<file path="config.mk">
export PLATFORM = sky130hd
export DESIGN_NAME = imem_loader_flat
export DESIGN_NICKNAME = d
export VERILOG_FILES = /design/src/rtl/imem_loader_pkg.sv /design/src/rtl/imem_loader_if.sv /design/src/rtl/imem_loader_word_packer.sv /design/src/rtl/imem_loader.sv /design/src/flat_wrapper.sv
export SDC_FILE = /design/constraint.sdc
export NUM_CORES = 1
export LEC_CHECK = 0
export ABC_AREA = 0
export CAP_MARGIN = 20
export CELL_PAD_IN_SITES_DETAIL_PLACEMENT = 1
export CELL_PAD_IN_SITES_GLOBAL_PLACEMENT = 1
export CORE_ASPECT_RATIO = 1.5
export CORE_MARGIN = 8
export CORE_UTILIZATION = 44
export CTS_CLUSTER_SIZE = 16
export DETAILED_ROUTE_END_ITERATION = 16
export PLACE_DENSITY = 0.81
export SYNTH_ARGS = -nofsm -noshare
export SYNTH_HDL_FRONTEND = slang
export SYNTH_HIERARCHICAL = 1
export SYNTH_SLANG_ARGS = --single-unit
</file>
<file path="constraint.sdc">
create_clock -name clk -period 5 [get_ports clk]
set_clock_uncertainty 0.2 [all_clocks]
set_input_delay 1 -clock clk [delete_from_list [all_inputs] [get_ports clk]]
set_output_delay 1 -clock clk [all_outputs]
set_load 0.02 [all_outputs]
</file>
<file path="src/rtl/imem_loader_pkg.sv">
// Shared types and constants for the boot-time instruction-memory loader.
package imem_loader_pkg;

    localparam int         CNT_W         = 16;
    localparam logic [7:0] DEF_SYNC_BYTE = 8'hA5;

    typedef logic [CNT_W-1:0] cnt_t;

    typedef enum logic [2:0] {
        ST_IDLE   = 3'd0,
        ST_LEN_LO = 3'd1,
        ST_LEN_HI = 3'd2,
        ST_DATA   = 3'd3,
        ST_CHK    = 3'd4,
        ST_DONE   = 3'd5,
        ST_ERR    = 3'd6
    } state_e;

endpackage

</file>
<file path="src/rtl/imem_loader_if.sv">
// Byte-stream input and instruction-memory write port of the loader.
// slave = loader side, master = stream source / memory side.
interface imem_loader_if;
    import imem_loader_pkg::*;

    logic        in_valid;
    logic [7:0]  in_data;
    logic        in_ready;
    logic        imem_we;
    logic [31:0] imem_waddr;
    logic [31:0] imem_wdata;
    logic        loader_done;
    logic        load_err;
    cnt_t        words_loaded;

    modport slave (
        input  in_valid, in_data,
        output in_ready, imem_we, imem_waddr, imem_wdata,
        output loader_done, load_err, words_loaded
    );

    modport master (
        output in_valid, in_data,
        input  in_ready, imem_we, imem_waddr, imem_wdata,
        input  loader_done, load_err, words_loaded
    );

endinterface

</file>
<file path="src/rtl/imem_loader_word_packer.sv">
// Assembles little-endian bytes into 32-bit words.
// Latency: word_vld pulses the cycle after the 4th byte; no backpressure (caller gates bytes).
module loader_word_packer (
    input  logic        clk,
    input  logic        rst,
    input  logic        i_clr,
    input  logic        i_byte_vld,
    input  logic [7:0]  i_byte,
    output logic        o_word_vld,
    output logic [31:0] o_word,
    output logic [1:0]  o_idx
);

    logic [1:0]  r_idx;
    logic [23:0] r_buf;
    logic        r_word_vld;
    logic [31:0] r_word;

    always_ff @(posedge clk) begin
        if (!rst) begin
            r_idx      <= 2'd0;
            r_buf      <= 24'd0;
            r_word_vld <= 1'b0;
            r_word     <= 32'd0;
        end else begin
            r_word_vld <= 1'b0;
            if (i_clr) begin
                r_idx <= 2'd0;
                r_buf <= 24'd0;
            end else if (i_byte_vld) begin
                // newest byte enters at the top so byte 0 ends up in bits [7:0]
                if (r_idx == 2'd3) begin
                    r_word     <= {i_byte, r_buf};
                    r_word_vld <= 1'b1;
                end else begin
                    r_buf <= {i_byte, r_buf[23:8]};
                end
                r_idx <= r_idx + 2'd1;
            end
        end
    end

    assign o_word_vld = r_word_vld;
    assign o_word     = r_word;
    assign o_idx      = r_idx;

endmodule

</file>
<file path="src/rtl/imem_loader.sv">
// Boot loader: parses sync/length/words[/checksum] frames into imem writes (LOADER_CHECKSUM_EN adds checksum).
// Latency: imem_we one cycle after a word's 4th byte; loader_done one cycle after entering DONE.
// Backpressure: in_ready low in DONE/ERR and for the cycle after reset.
module imem_loader
    import imem_loader_pkg::*;
#(
    parameter logic [31:0] BASE_ADDR      = 32'h0000_0000,
    parameter int          MAX_WORDS      = 1024,
    parameter logic [7:0]  SYNC_BYTE      = DEF_SYNC_BYTE,
    parameter int          TIMEOUT_CYCLES = 100000
) (
    input  logic         clk,
    input  logic         rst,
    imem_loader_if.slave lif
);

    localparam logic [2:0] S_IDLE   = ST_IDLE;
    localparam logic [2:0] S_LEN_LO = ST_LEN_LO;
    localparam logic [2:0] S_LEN_HI = ST_LEN_HI;
    localparam logic [2:0] S_DATA   = ST_DATA;
    localparam logic [2:0] S_DONE   = ST_DONE;
    localparam logic [2:0] S_ERR    = ST_ERR;
`ifdef LOADER_CHECKSUM_EN
    localparam logic [2:0] S_CHK    = ST_CHK;
    localparam logic [2:0] S_AFTER  = S_CHK;
`else
    localparam logic [2:0] S_AFTER  = S_DONE;
`endif
    localparam int TW = (TIMEOUT_CYCLES > 0) ? $clog2(TIMEOUT_CYCLES + 1) : 1;

    logic [2:0]    r_state, w_nxt;
    logic          r_in_ready;
    cnt_t          r_count, r_words, w_len;
    logic [31:0]   r_addr;
    logic          r_done, r_err;
    logic [TW-1:0] r_tmo;
    logic          w_acc, w_take, w_in_frame, w_timeout, w_sync, w_byte_vld, w_last;
    logic          w_word_vld;
    logic [31:0]   w_word;
    logic [1:0]    w_idx;
`ifdef LOADER_CHECKSUM_EN
    logic [7:0]    r_chk;
`endif

    assign w_acc  = lif.in_valid & r_in_ready;
`ifdef LOADER_CHECKSUM_EN
    assign w_in_frame = (r_state == S_LEN_LO) || (r_state == S_LEN_HI) ||
                        (r_state == S_DATA) || (r_state == S_CHK);
`else
    assign w_in_frame = (r_state == S_LEN_LO) || (r_state == S_LEN_HI) || (r_state == S_DATA);
`endif
    // a byte arriving in the timeout cycle is discarded, never half-consumed
    assign w_timeout  = (TIMEOUT_CYCLES != 0) && w_in_frame && (r_tmo == TW'(TIMEOUT_CYCLES));
    assign w_take     = w_acc & ~w_timeout;
    assign w_sync     = w_take && (r_state == S_IDLE) && (lif.in_data == SYNC_BYTE);
    assign w_len      = {lif.in_data, r_count[7:0]};
    assign w_byte_vld = w_take && (r_state == S_DATA);
    assign w_last     = w_byte_vld && (w_idx == 2'd3) && (r_words == r_count - cnt_t'(1));

    loader_word_packer u_packer (
        .clk        (clk),
        .rst        (rst),
        .i_clr      (w_sync),
        .i_byte_vld (w_byte_vld),
        .i_byte     (lif.in_data),
        .o_word_vld (w_word_vld),
        .o_word     (w_word),
        .o_idx      (w_idx)
    );

    always_comb begin
        w_nxt = r_state;
        case (r_state)
            S_IDLE:   if (w_sync) w_nxt = S_LEN_LO;
            S_LEN_LO: if (w_take) w_nxt = S_LEN_HI;
            S_LEN_HI: begin
                if (w_take) begin
                    if (w_len == cnt_t'(0))           w_nxt = S_AFTER;
                    else if (int'(w_len) > MAX_WORDS) w_nxt = S_ERR;
                    else                              w_nxt = S_DATA;
                end
            end
            S_DATA:   if (w_last) w_nxt = S_AFTER;
`ifdef LOADER_CHECKSUM_EN
            S_CHK:    if (w_take) w_nxt = (lif.in_data == r_chk) ? S_DONE : S_ERR;
`endif
            S_DONE:   w_nxt = S_DONE;
            S_ERR:    w_nxt = S_IDLE;
            default:  w_nxt = S_IDLE;
        endcase
        if (w_timeout) w_nxt = S_ERR;
    end

    always_ff @(posedge clk) begin
        if (!rst) begin
            r_state    <= S_IDLE;
            r_in_ready <= 1'b0;
            r_count    <= '0;
            r_words    <= '0;
            r_addr     <= 32'd0;
            r_done     <= 1'b0;
            r_err      <= 1'b0;
            r_tmo      <= '0;
        end else begin
            r_state    <= w_nxt;
            r_in_ready <= (w_nxt != S_DONE) && (w_nxt != S_ERR);
            if (r_state == S_LEN_LO && w_take) r_count[7:0]  <= lif.in_data;
            if (r_state == S_LEN_HI && w_take) r_count[15:8] <= lif.in_data;
            if (w_sync) begin
                r_addr  <= BASE_ADDR;
                r_words <= '0;
                r_err   <= 1'b0;
            end else if (w_word_vld) begin
                r_addr  <= r_addr + 32'd4;
                r_words <= r_words + cnt_t'(1);
            end
            if (w_nxt == S_ERR) r_err <= 1'b1;
            r_done <= r_done | (r_state == S_DONE);
            if (!w_in_frame || w_acc) r_tmo <= '0;
            else                      r_tmo <= r_tmo + TW'(1);
        end
    end

`ifdef LOADER_CHECKSUM_EN
    always_ff @(posedge clk) begin
        if (!rst)            r_chk <= 8'd0;
        else if (w_sync)     r_chk <= 8'd0;
        else if (w_byte_vld) r_chk <= r_chk ^ lif.in_data;
    end
`endif

    assign lif.in_ready     = r_in_ready;
    assign lif.imem_we      = w_word_vld;
    assign lif.imem_waddr   = r_addr;
    assign lif.imem_wdata   = w_word;
    assign lif.loader_done  = r_done;
    assign lif.load_err     = r_err;
    assign lif.words_loaded = r_words;

endmodule

</file>
<file path="src/flat_wrapper.sv">
// flat-port wrapper written by rule: the top's interface ports become plain ports
module imem_loader_flat import imem_loader_pkg::*;
#(
    parameter logic [31:0] BASE_ADDR      = 32'h0000_0000,
    parameter int          MAX_WORDS      = 1024,
    parameter logic [7:0]  SYNC_BYTE      = DEF_SYNC_BYTE,
    parameter int          TIMEOUT_CYCLES = 100000
)
  (clk, rst, lif_in_valid, lif_in_data, lif_in_ready, lif_imem_we, lif_imem_waddr, lif_imem_wdata, lif_loader_done, lif_load_err, lif_words_loaded);
  imem_loader_if lif_i ();
  input  logic clk;
  input  logic rst;
  input wire logic [$bits(lif_i.in_valid)-1:0] lif_in_valid;
  input wire logic [$bits(lif_i.in_data)-1:0] lif_in_data;
  output wire logic [$bits(lif_i.in_ready)-1:0] lif_in_ready;
  output wire logic [$bits(lif_i.imem_we)-1:0] lif_imem_we;
  output wire logic [$bits(lif_i.imem_waddr)-1:0] lif_imem_waddr;
  output wire logic [$bits(lif_i.imem_wdata)-1:0] lif_imem_wdata;
  output wire logic [$bits(lif_i.loader_done)-1:0] lif_loader_done;
  output wire logic [$bits(lif_i.load_err)-1:0] lif_load_err;
  output wire logic [$bits(lif_i.words_loaded)-1:0] lif_words_loaded;
  assign lif_i.in_valid = lif_in_valid;
  assign lif_i.in_data = lif_in_data;
  assign lif_in_ready = lif_i.in_ready;
  assign lif_imem_we = lif_i.imem_we;
  assign lif_imem_waddr = lif_i.imem_waddr;
  assign lif_imem_wdata = lif_i.imem_wdata;
  assign lif_loader_done = lif_i.loader_done;
  assign lif_load_err = lif_i.load_err;
  assign lif_words_loaded = lif_i.words_loaded;
  imem_loader #(.BASE_ADDR(BASE_ADDR), .MAX_WORDS(MAX_WORDS), .SYNC_BYTE(SYNC_BYTE), .TIMEOUT_CYCLES(TIMEOUT_CYCLES)) u_core (.clk(clk), .rst(rst), .lif(lif_i));
endmodule
</file>
==> qor.yml <==
synthFlopType: "dfxtp_1"
setup_viol: 0
synth-edff-count: 0
finalHoldViolCount: 0
antenna_found_initial: 0
ant_nets: 0
grt-ovfl-total: 0
synth_largest_area_cell: "dfxtp_1"
tightest_slew_ns: 0.898
boundaryPins: 95
status: "finished, final reports clean"
netlist_area_sq_um: 6490
postCtsHoldBufs: 0
diodes: 0
grt_max_degree: 71
dr.pass1.iters: 4
wl_mm: 18.1
synth_top_cells_by_area: "dfxtp_1 (44%), nand2_1 (6.4%), xor2_1 (5.5%)"
rr_startpoint: "u_core/r_tmo[3]"
rr_endpoint: "u_core/r_count[3]"
fin_hold_ws_ns: 0.260
final_layout_size_suffix_gt1_frac: 0.0663
dpl.hpwl_mm: 13.2
slew_viol_final: 0
clk_pin_slew_worst_paths_ns: 0.06
min_from: "u_core/u_packer/r_buf[2]"
end_kind: "register"
initial_core_util: 0.449
design_area_sq_um: 8000
slew_headroom: 0.396
p_leak_nw: 2.76
start_kind: "input pin"
fin_crit_sh: 0.662
reg2reg_depth: 6
r2r_setup_slack_ns: 1.86
finalCriticalPeriod_ns: 3.31
cp.arrival_ns: 3.37
syn2layout_area_growth_pct: 23.3
synth_top_area_frac: 0.444
required_ns: 5.06
ys_warn_count: 6
placed_area_sq_um: 7450
avgSynthCellArea_sq_um: 8.55
irDropWorstVdd_mv: 0.205
die_h_um: 165
min_to: "u_core/u_packer/r_buf[2]"
max_freq_mhz: 302
ys_ff_latch: 144
vias: 5576
cts_buffer_depth: 2
grt_pass1_wl_mm: 29.7
track_usage: 0.197
wl_per_cell_um: 17.4
core_sq_um: 14500
maxCapViolations: 0
h-tree-depth: 4
cp_max_fo: 64
ys_types: 58
post_cts_buffers: 0
power_density_nw_per_um2: 307
clk_latency_ns: 0.43
die_x_um: 115
num_rows: 54
nFillCells: 1746
io_buffers: 92
clock-sinks: 144
cts_tree: "done"
worst-setup-path-type: "input pin to register"
nets: 849
yosysSeqAreaShare: 0.444
async_flop_share: 0
cts_buffers: 17
grt_pass1_vias: 6055
vias_per_cell: 5.36
cts-root-buf: "clkbuf_16"
dieArea_sq_um: 19000
syn_inst: 759
ctsResizeCount: 0
grt_setup_unrepaired: "false"
min_path_cells: 2
gp_congestion: 0.840
min_path_type: "register to register"
finalSetupTns_ns: 0
drc: 0
drt_iter0_drc: 269
-- cells by family after synthesis --
family / count (synthesis) / share of synthesized area
AND/OR/NAND/NOR: 358 / 0.273
buffers and inverters: 55 / 0.0442
XOR/XNOR: 74 / 0.102
AO/OA/AOI/OAI: 100 / 0.0922
adder cells (fa/ha/maj): 6 / 0.0116
other: 1 / 0.000578
multiplexers: 21 / 0.0326
flip-flops: 144 / 0.444
-- worst max-delay path by stage --
stage | from | end | slack [ns] | cells past startpoint
2_1_floorplan | lif_in_data[3] | u_core/lif.imem_waddr[10] | 2.20 | 5
3_3_place_gp | lif_in_data[3] | u_core/u_packer/o_word[16] | 1.39 | 7
3_5_place_dp | lif_in_data[3] | u_core/u_packer/o_word[30] | 1.27 | 6
4_1_cts | lif_in_data[3] | u_core/u_packer/o_word[30] | 1.71 | 6
5_1_grt | lif_in_data[3] | u_core/u_packer/o_word[25] | 1.59 | 7
6_report | lif_in_data[3] | u_core/u_packer/o_word[30] | 1.69 | 6
-- registers in the layout, summed over array words and instances, names as in the netlist --
| register | count |
|---|---|
| u_core/r_tmo | 17 |
| u_core/lif.imem_waddr | 30 |
| u_core/lif.words_loaded | 16 |
| u_core/lif.load_err | 1 |
| u_core/r_state | 3 |
| u_core/lif.in_ready | 1 |
| u_core/u_packer/o_word | 32 |
| u_core/u_packer/r_buf | 24 |
| u_core/u_packer/o_word_vld | 1 |
| u_core/lif.loader_done | 1 |
| u_core/u_packer/o_idx | 2 |
| u_core/r_count | 16 |
-- critical path, stage by stage --
cell and delay (ns):
clkdlybuf4s50_1 0.50, or3_1 0.48, or3_1 0.44, nor2_1 0.16, nand3b_4 0.53, o21ai_0 0.24
-- power by group --
| group | internal [W] | total [W] | switching, W |
|---|---|---|---|
| Sequential | 0.00115 | 0.00116 | 0.00000939 |
| Combinational | 0.0000392 | 0.000103 | 0.0000636 |
| Clock | 0.000686 | 0.00119 | 0.000505 |
| Total | 0.00188 | 0.00246 | 0.000578 |
-- per-layer routing --
metal	global-route usage	vias up	part of all wire
li1	-	2716	-
met1	0.181	2707	0.37
met2	0.386	104	0.56
met3	0.0509	49	0.038
met5	0	-	0
met4	0.0984	0	0.033
-- area by class of cell --
| type | instances | area [sq um] | area share |
|---|---|---|---|
| Timing Repair Buffer | 98 | 958 | 0.120 |
| Multi-Input combinational cell | 561 | 3330 | 0.416 |
| Sequential cell | 144 | 2880 | 0.360 |
| Clock inverter | 12 | 111 | 0.0139 |
| Clock buffer | 20 | 437 | 0.0546 |
| Tap cell | 196 | 245 | 0.0306 |
| Inverter | 10 | 37.5 | 0.00469 |
-- synthesized netlist by cell type (all sizes together), types with 4 or more instances --
cell type / n
nand3b: 4
mux2i: 20
and4: 4
nand4: 16
nor4: 9
nand2b: 7
or4: 7
nor3: 7
and3: 15
nor2b: 17
nor2: 82
nand2: 111
ha: 6
nand3: 50
clkbuf: 22
xor2: 41
dfxtp: 144
a21oi: 36
buf: 23
inv: 10
o21ai: 44
or3: 12
xnor2: 32
-- per-stage QoR --
step / power (W) / worst slack (ns) / utilization / cells
2_1_floorplan: 0.00126 / 2.20 / - / 760
3_3_place_gp: 0.00128 / 1.39 / 0.515 / 1008
3_5_place_dp: 0.00129 / 1.27 / 0.515 / 1008
4_1_cts: 0.00248 / 1.71 / 0.553 / 1040
5_1_grt: 0.00254 / 1.59 / 0.554 / 1041
6_report: 0.00246 / 1.69 / 0.554 / 1041
-- layout by cell type (no fill, tap or decap), types with 8 or more instances in the layout --
master,synthesis,final
inv_1,10,10
nor2_1,82,82
or3_1,12,12
and3_1,15,15
dfxtp_1,144,144
a21oi_1,27,27
clkbuf_16,0,17
clkdlybuf4s50_1,0,91
xnor2_1,32,32
nor4_1,8,8
mux2i_1,20,20
nand4_1,16,16
o21ai_0,38,38
nand3_1,50,50
a21oi_2,9,9
nand2_1,111,111
nor2b_1,17,17
xor2_1,41,41
Note: power is estimated with default switching activity, not from simulation.
